<file path="src/rtl/key_token_pkg.sv">
// Shared definitions for the key token queue: token codes, PS/2 set-2
// scancodes of the keys we care about, tracker states and the decode table.
package key_token_pkg;

  // Token values handed to the game/entry FSMs
  localparam logic [3:0] TOK_0     = 4'h0;
  localparam logic [3:0] TOK_1     = 4'h1;
  localparam logic [3:0] TOK_2     = 4'h2;
  localparam logic [3:0] TOK_3     = 4'h3;
  localparam logic [3:0] TOK_4     = 4'h4;
  localparam logic [3:0] TOK_5     = 4'h5;
  localparam logic [3:0] TOK_6     = 4'h6;
  localparam logic [3:0] TOK_7     = 4'h7;
  localparam logic [3:0] TOK_8     = 4'h8;
  localparam logic [3:0] TOK_9     = 4'h9;
  localparam logic [3:0] TOK_SPACE = 4'hA;
  localparam logic [3:0] TOK_ENTER = 4'hB;
  localparam logic [3:0] TOK_BKSP  = 4'hC;
  localparam logic [3:0] TOK_NONE  = 4'hF;

  // Top-row digit scancodes (bit 8 = extended prefix, always 0 here)
  localparam logic [8:0] SC_0 = 9'h045;
  localparam logic [8:0] SC_1 = 9'h016;
  localparam logic [8:0] SC_2 = 9'h01E;
  localparam logic [8:0] SC_3 = 9'h026;
  localparam logic [8:0] SC_4 = 9'h025;
  localparam logic [8:0] SC_5 = 9'h02E;
  localparam logic [8:0] SC_6 = 9'h036;
  localparam logic [8:0] SC_7 = 9'h03D;
  localparam logic [8:0] SC_8 = 9'h03E;
  localparam logic [8:0] SC_9 = 9'h046;

  // Keypad digit scancodes
  localparam logic [8:0] SC_KP0 = 9'h070;
  localparam logic [8:0] SC_KP1 = 9'h069;
  localparam logic [8:0] SC_KP2 = 9'h072;
  localparam logic [8:0] SC_KP3 = 9'h07A;
  localparam logic [8:0] SC_KP4 = 9'h06B;
  localparam logic [8:0] SC_KP5 = 9'h073;
  localparam logic [8:0] SC_KP6 = 9'h074;
  localparam logic [8:0] SC_KP7 = 9'h06C;
  localparam logic [8:0] SC_KP8 = 9'h075;
  localparam logic [8:0] SC_KP9 = 9'h07D;

  // Editing keys (keypad ENTER is extended 15A and intentionally unmapped)
  localparam logic [8:0] SC_SPACE = 9'h029;
  localparam logic [8:0] SC_ENTER = 9'h05A;
  localparam logic [8:0] SC_BKSP  = 9'h066;

  // Held-key tracker states
  typedef enum logic {
    TRK_IDLE = 1'b0,
    TRK_HELD = 1'b1
  } trk_state_e;

  // Scancode to token; TOK_NONE marks a key that must be ignored
  function automatic logic [3:0] sc_to_tok(input logic [8:0] sc);
    logic [3:0] tok;
    tok = TOK_NONE;
    case (sc)
      SC_0, SC_KP0: tok = TOK_0;
      SC_1, SC_KP1: tok = TOK_1;
      SC_2, SC_KP2: tok = TOK_2;
      SC_3, SC_KP3: tok = TOK_3;
      SC_4, SC_KP4: tok = TOK_4;
      SC_5, SC_KP5: tok = TOK_5;
      SC_6, SC_KP6: tok = TOK_6;
      SC_7, SC_KP7: tok = TOK_7;
      SC_8, SC_KP8: tok = TOK_8;
      SC_9, SC_KP9: tok = TOK_9;
      SC_SPACE:     tok = TOK_SPACE;
      SC_ENTER:     tok = TOK_ENTER;
      SC_BKSP:      tok = TOK_BKSP;
      default:      tok = TOK_NONE;
    endcase
    return tok;
  endfunction

endpackage

</file>
<file path="src/rtl/sync_fifo.sv">
// Small single-clock FIFO. Pointers carry one extra wrap bit so that full
// and empty can be told apart without a separate occupancy counter.
// Read data is taken straight from the head slot and forced to zero when
// empty so the consumer never sees stale contents.
module sync_fifo #(
  parameter int W     = 4,
  parameter int DEPTH = 4,
  parameter int AW    = 2
) (
  input  logic          clk,
  input  logic          rst,     // asynchronous, active-low
  input  logic          clr,     // synchronous flush
  input  logic          push,
  input  logic [W-1:0]  wdata,
  input  logic          pop,
  output logic [W-1:0]  rdata,
  output logic          empty,
  output logic [AW:0]   count,
  output logic          drop     // push refused because the FIFO is full
);

  localparam logic [AW:0] PTR_ONE = {{AW{1'b0}}, 1'b1};

  logic [W-1:0] mem [DEPTH];
  logic [AW:0]  wr_q, wr_d;
  logic [AW:0]  rd_q, rd_d;
  logic         full;
  logic         pop_en;
  logic         push_en;

  assign empty = (wr_q == rd_q);
  assign full  = (wr_q[AW] != rd_q[AW]) && (wr_q[AW-1:0] == rd_q[AW-1:0]);
  assign count = wr_q - rd_q;

  // A pop on an empty FIFO is ignored (no bypass); a pop on a full FIFO
  // frees the slot the same-cycle push lands in.
  assign pop_en  = pop && !empty;
  assign push_en = push && (!full || pop_en);
  assign drop    = push && full && !pop_en;

  assign rdata = empty ? '0 : mem[rd_q[AW-1:0]];

  // Next pointer values; flush wins over any push or pop
  always_comb begin
    wr_d = wr_q;
    rd_d = rd_q;
    if (clr) begin
      wr_d = '0;
      rd_d = '0;
    end else begin
      if (push_en) wr_d = wr_q + PTR_ONE;
      if (pop_en)  rd_d = rd_q + PTR_ONE;
    end
  end

  // Pointer registers
  always_ff @(posedge clk or negedge rst) begin
    if (!rst) begin
      wr_q <= '0;
      rd_q <= '0;
    end else begin
      wr_q <= wr_d;
      rd_q <= rd_d;
    end
  end

  // Storage write; contents need no reset because empty masks them
  always_ff @(posedge clk) begin
    if (push_en && !clr) begin
      mem[wr_q[AW-1:0]] <= wdata;
    end
  end

endmodule

</file>
<file path="src/rtl/key_token_queue.sv">
// Turns KeyboardDecoder make/break strobes into one token per new key press
// and queues the tokens for a valid/ready consumer. Only one key is tracked
// at a time: while it is held, other presses and autorepeat makes are
// ignored. A token reaches the FIFO one cycle after the press is seen.
module key_token_queue
  import key_token_pkg::*;
#(
  parameter int DEPTH = 4,
  parameter int AW    = 2
) (
  input  logic          clk,
  input  logic          rst,          // asynchronous, active-low
  input  logic [511:0]  key_down,
  input  logic [8:0]    last_change,
  input  logic          key_valid,
  input  logic          clr,
  input  logic          tok_ready,
  output logic          tok_valid,
  output logic [3:0]    tok_data,
  output logic [AW:0]   count,
  output logic          overflow
);

  trk_state_e  state_q, state_d;
  logic [8:0]  held_code_q, held_code_d;
  logic        push_v_q, push_v_d;
  logic [3:0]  push_tok_q, push_tok_d;
  logic        overflow_q, overflow_d;

  logic [3:0]  dec_tok;
  logic        dec_mapped;
  logic        fifo_empty;
  logic        fifo_pop;
  logic        fifo_drop;

  assign dec_tok    = sc_to_tok(last_change);
  assign dec_mapped = (dec_tok != TOK_NONE);

  assign tok_valid = !fifo_empty;
  assign fifo_pop  = tok_valid && tok_ready;
  assign overflow  = overflow_q;

  // Tracker next state: lock onto a mapped press, wait for its release
  always_comb begin
    state_d     = state_q;
    held_code_d = held_code_q;
    push_v_d    = 1'b0;
    push_tok_d  = push_tok_q;
    if (clr) begin
      state_d     = TRK_IDLE;
      held_code_d = '0;
    end else begin
      case (state_q)
        TRK_IDLE: begin
          if (key_valid && key_down[last_change] && dec_mapped) begin
            state_d     = TRK_HELD;
            held_code_d = last_change;
            push_v_d    = 1'b1;
            push_tok_d  = dec_tok;
          end
        end
        TRK_HELD: begin
          // Any strobe that shows the held key up ends the hold
          if (key_valid && !key_down[held_code_q]) begin
            state_d = TRK_IDLE;
          end
        end
        default: state_d = TRK_IDLE;
      endcase
    end
  end

  // Sticky overflow: set on a dropped push, cleared only by flush or reset
  always_comb begin
    overflow_d = overflow_q;
    if (clr) begin
      overflow_d = 1'b0;
    end else if (fifo_drop) begin
      overflow_d = 1'b1;
    end
  end

  // Tracker, push register and overflow flops
  always_ff @(posedge clk or negedge rst) begin
    if (!rst) begin
      state_q     <= TRK_IDLE;
      held_code_q <= '0;
      push_v_q    <= 1'b0;
      push_tok_q  <= '0;
      overflow_q  <= 1'b0;
    end else begin
      state_q     <= state_d;
      held_code_q <= held_code_d;
      push_v_q    <= push_v_d;
      push_tok_q  <= push_tok_d;
      overflow_q  <= overflow_d;
    end
  end

  sync_fifo #(
    .W     (4),
    .DEPTH (DEPTH),
    .AW    (AW)
  ) u_fifo (
    .clk   (clk),
    .rst   (rst),
    .clr   (clr),
    .push  (push_v_q),
    .wdata (push_tok_q),
    .pop   (fifo_pop),
    .rdata (tok_data),
    .empty (fifo_empty),
    .count (count),
    .drop  (fifo_drop)
  );

endmodule

</file>
<file path="config.mk">
export PLATFORM = sky130hd
export DESIGN_NAME = key_token_queue
export DESIGN_NICKNAME = d
export VERILOG_FILES = /design/src/rtl/key_token_pkg.sv /design/src/rtl/sync_fifo.sv /design/src/rtl/key_token_queue.sv
export SDC_FILE = /design/constraint.sdc
export NUM_CORES = 1
export LEC_CHECK = 0
export BUFFER_PORTS_ARGS = -buffer_cell sky130_fd_sc_hd__buf_2
export CAP_MARGIN = 20
export CORE_AREA = 2 2 205 207
export DETAILED_ROUTE_END_ITERATION = 16
export DIE_AREA = 0 0 207 209
export GPL_TIMING_DRIVEN = 0
export HOLD_SLACK_MARGIN = 0.15
export SYNTH_ARGS = -nofsm -noshare
export SYNTH_HDL_FRONTEND = slang
export SYNTH_HIERARCHICAL = 1
export SYNTH_SLANG_ARGS = --single-unit
</file>
<file path="constraint.sdc">
create_clock -name clk -period 2.35 [get_ports clk]
set_input_delay 0.235 -clock clk [delete_from_list [all_inputs] [get_ports clk]]
set_output_delay 0.235 -clock clk [all_outputs]
set_load 0.02 [all_outputs]
</file>
* Yosys cells after proc, flatten, opt, wreduce, memory -nomap -nowiden
Memory sizes are Yosys's and may differ from the RTL's. Cells that the tools add are included.
Operators by class: add/subtract/negate cells 3, $lt $le $gt $ge 2, equal/unequal tests 28, muxes and demuxes 23, bitwise gates (word level) 2, reductions and logical operators 32
Operators by type and width (count):
- == test 9 x 7 -> 1 bit, second input constant | 14
- == test 9 x 6 -> 1 bit, second input constant | 7
- one-hot mux 4 bit (13 select lines) | 1
- 2-to-1 mux 9 bit | 3
- < comparator 9 x 10 -> 1 bit, second input constant | 2
- OR reduction 2 bit | 10
- binary-select mux 1 bit (select 9 bit) | 2
- == test 9 x 5 -> 1 bit, second input constant | 2
- 2-to-1 mux 3 bit | 4
- 2-to-1 mux 1 bit | 11
- logical AND 1 bit | 10
- nonzero test 2 bit | 4
- adder 3 x 1 -> 3 bit, second input constant | 2
- zero test 1 bit | 5
- 2-to-1 mux 4 bit | 1
- != test 4 bit, second input constant | 1
- == test 3 bit | 1
- AND reduction 3 bit | 1
- subtractor 3 bit | 1
- == test 2 bit | 1
- != test 2 bit, second input constant | 1
- NOT 1 bit | 2
- one-hot mux 1 bit (2 select lines) | 1
- AND reduction 2 bit | 1
- 2 further kinds | 2
Word-level totals: register bits 22, bits in writable memories 16, input port bits 526, output and inout bits 9, word-level logic and storage cells 98, memories 1
Memories:
- u_fifo.mem | words 4, width 4, read ports 1, clocked after Yosys merged registers in 0, wr ports 1, line sync_fifo.sv:24 | logic [W-1:0] mem [DEPTH];

* Depth between registers and ports, before layout
word-level depth 9, mapped depth 13, depth with buffers taken out 10

* Cells and area by module
The synthesis kept the hierarchy.
By module, submodules not included:
- key_token_queue | times used 1, cells an instance 627, area an instance 6650.1 um^2, seq. area each 400.4 um^2
- sync_fifo | times used 1, cells an instance 80, area an instance 1141.1 um^2, seq. area each 630.6 um^2

* Worst setup path before layout
Ideal clock, no wire load.
path kind reg-to-reg, from register held_code_q[0], to register state_q, arrival time 2375 ps, setup slack -147 ps, cell stages (with the launch flop) 11, path buffers 4, cell sequence dfrtp_1 buf_2 buf_4 buf_4 buf_4 mux4_2 a211oi_1 a21oi_1 o22ai_1 nand4_1 a32o_1
Between the ends: cells in the longest elaborated chain, start to end 7
Ends and longest elaborated chain:
- start: declaration | line key_token_queue.sv:25 | logic [8:0] held_code_q, held_code_d;
- start signal: assignment | line key_token_queue.sv:93 | held_code_q <= held_code_d;
- binary-select mux 1 bit (select 9 bit) | line key_token_queue.sv:64 | if (key_valid && !key_down[held_code_q]) begin
- 2-to-1 mux 1 bit (not written as such) | line key_token_queue.sv:64
- zero test 1 bit | line key_token_queue.sv:64
- logical AND 1 bit | line key_token_queue.sv:64
- 2-to-1 mux 1 bit | line key_token_queue.sv:64
- one-hot mux 1 bit (2 select lines) | line key_token_queue.sv:53 | case (state_q)
- 2-to-1 mux 1 bit | line key_token_queue.sv:49 | if (clr) begin
- via state_d | line key_token_queue.sv:24 | trk_state_e state_q, state_d;
- end signal: assignment | line key_token_queue.sv:92 | state_q <= state_d;
- end: declaration | line key_token_queue.sv:24
The timed path passes the listed nets, and every way through them passes these cells. The select of a mux whose other input is x is not followed. A chain may end at the register's enable or synchronous reset.

* Final worst setup path
from register held_code_q[4], to register state_q
Same word-level chain as after synthesis.

==> impl_results.md <==
- Status: finished, violations left
- Failing checks: setup timing
- GRT overflow: 0
- Post-Syn Area: 0.00779 sq mm
- DRT antenna net count: 0
- Max-slew headroom: 0.365
- Total Routed Length: 57100 um
- DRT Pass-1 Iters: 5
- Total power: 0.00323 W
- Asr flop ratio synth: 0.579
- LEAKAGE: 5.27 nW
- Synth Net Count: 1241
- Slew Viols, Final: 0
- Avg Cell Area, Syn: 11.0 sq um
- Internal power: 0.00218 W
- Area Growth Syn to Fin: 66.6%
- Drc violations: 0
- CTS Buffer Depth: 2
- Die area: 0.0433 sq mm
- Critical path arrival: 2.94 ns
- Most frequent cells in the layout: buf_2 (532), mux4_2 (140), mux2i_1 (61), buf_4 (43), nand2_1 (40)
- Via density per instance: 5.33
- Htree depth: 2
- Fmax: 362 MHz
- IO Count: 535
- Pwr Density: 249 mW/mm^2
- Period Utilization, post-route: 1.18
- Crit path kind: register to register
- Setup crit start kind: register
- RSZ-0062 raised after global routing: true
- CP Capture Type: register
- First-pass GRT wire length: 77500 um
- Net Sw Power: 0.00105 W
- Most common cell after layout, fill and taps aside: buf_2
- Placer Congestion: 0.925
- Clock sinks: 38
- Root Buffer: clkbuf_16
- Clk_lat worst skew: 0.29 ns
- Final core occ: 0.314
- Core area: 0.0413 sq mm
- Hold Slack: 0.431 ns
- Clock power frac: 0.279
- Proportion of layout cells with a drive suffix above 1: 0.692
- Non-filler cells, final: 1837
- Warnings from Yosys: 6
- Port Buf Inserts: 531
- Final Hold Viols: 0
- Area of the multi-input gates: 0.00687 sq mm
- Synth top area cells: mux4_2 (40%), mux2i_1 (10%), dfrtp_1 (7.1%)
- Post-Syn Instances: 707
- Placed insts: 1778
- CTS tree: built
- Cell taking the most area after synthesis: mux4_2
- Worst hold path class: input pin to register
- Largest net degree at the start of global routing: 23
- Core Rows: 75
- Ys flop type: dfrtp_1
- Post-synthesis sequential area ratio: 0.132
- Netlist cell types: 73
- Synth Register Bits: 38
- 1st-iter DRT viols: 810
- Crit-path max FO: 10
- Fin crit period: 2.77 ns
- Final setup viols: 4
- Number of max-cap violations: 0
- Fin nets: 1827
- Initial antenna violation count: 17
- Setup slack after layout: -0.415 ns
- Combinational power share: 0.479
- VDD IR max: 0.000288 V
- Post-detail-place hpwl: 47800 um
- Total Routing Usage GR: 0.254
- Post-synth EDFFs: 16
- Worst-Margin Slew: 0.953 ns
- FF+latch area: 0.00103 sq mm
- Fill cells: 4323
- Post-synth top area share: 0.405
- Avg WL per Cell: 31.1 um
- Clock transition at the registers of the reported paths: 0.07 ns
- Flop pwr share: 0.242
- Chip height: 209 um
- Worst path required time: 2.53 ns
- CTS Buf Count: 5
- Vias: 9786
- Initial Util: 0.189
- Die width: 207 um
- Clock Skews: 0.0113 ns
- Vias in the first global route: 10209
- Switching share of power: 0.324
[cell families (layout without fill, tap and decap cells)]
| group | Yosys count | after routing | share of synthesized area |
|---|---|---|---|
| muxes | 226 | 226 | 0.518 |
| and+or+nand+nor | 179 | 179 | 0.124 |
| AOI/OAI and AO/OA | 153 | 153 | 0.141 |
| buffers and inverters | 98 | 685 | 0.0642 |
| DFF | 38 | 38 | 0.132 |
| adders and majority gates | 8 | 8 | 0.0138 |
| xor gates and xnor gates | 5 | 5 | 0.00659 |
| other | 0 | 4 | 0 |
[per-layer routing]
layer | vias up | part of all wire | wire length, um | GRT usage
li1 | 4179 | - | - | -
met1 | 4964 | 0.42 | 24200 | 0.331
met2 | 529 | 0.49 | 27800 | 0.437
met3 | 94 | 0.058 | 3300 | 0.0418
met4 | 20 | 0.029 | 1640 | 0.0640
met5 | - | 0.0022 | 125 | 0
[worst max-delay path, stage by stage (launching register included)]
cell and delay (ns):
dfrtp_2 0.52, clkdlybuf4s15_1 0.85, o221ai_1 0.32, o22ai_1 0.20, nor2_1 0.11, o31ai_1 0.20, a32oi_1 0.13, a32o_1 0.31
[power groups by stage]
| stage | Sequential, W | Combinational, W | Clock [W] |
|---|---|---|---|
| after CTS | 0.000783 | 0.00150 | 0.000911 |
| after global placement | 0.000791 | 0.00134 | 0 |
| after global routing | 0.000789 | 0.00163 | 0.000934 |
| after detailed placement | 0.000795 | 0.00135 | 0 |
| after floorplan | 0.000779 | 0.000591 | 0 |
| final | 0.000782 | 0.00155 | 0.000900 |
[cell usage after synthesis, drive strengths merged, types with 15 or more instances]
library cell / n
dfrtp: 22
edfxtp: 16
buf: 47
mux4: 140
o21ai: 17
nor2: 33
o22ai: 15
mux2i: 78
nand2: 41
a21oi: 28
o221ai: 20
clkbuf: 34
inv: 17
nand3: 21
[flip-flops by register name, summed over array words and instances, names as in the netlist]
register,count
overflow,1
push_v_q,1
u_fifo/mem,16
u_fifo/wr_q,3
u_fifo/rd_q,3
push_tok_q,4
held_code_q,9
state_q,1
[stage by stage]
step | cell area, sq um | TNS (ns) | worst slack [ns]
final | 13000 | -0.603 | -0.415
after global routing | 13000 | -1.40 | -0.484
after CTS | 12600 | -0.747 | -0.378
after detailed placement | 11100 | -21.69 | -1.95
after global placement | 11100 | -21.32 | -1.95
after floorplan | 7810 | -0.382 | -0.0960
[timing repair]
action / in CTS / in global routing
setup buffers: 26 / 18
pin swaps: 27 / 21
gates resized for setup: 240 / 44
endpoints found under the hold margin: 22 / 0
endpoints found under the setup margin: 34 / 35
hold buffers: 1 / 0
gates cloned: 2 / 2
[final timing paths]
kind,start,end,slack [ns],cells past startpoint
max,held_code_q[4],state_q,-0.42,7
max in group asynchronous,rst,held_code_q[4],1.43,2
max reg2reg,held_code_q[4],state_q,-0.42,7
min reg2reg,push_tok_q[0],u_fifo/mem[3][0],0.54,0
min in group asynchronous,rst,u_fifo/wr_q[2],0.49,2
min,last_change[4],held_code_q[4],0.43,4
[final cells by class]
cell class              count  share of cell area
diodes                      4            0.000771
plain buffers              79              0.0701
clock buffers               5             0.00964
clock inverters             3             0.00530
inverters                  17             0.00511
multi-input cells         571               0.529
flip-flops and latches     38              0.0797
well taps                 539              0.0519
repair buffers            581               0.249
Note: power is estimated with default switching activity, not from simulation.
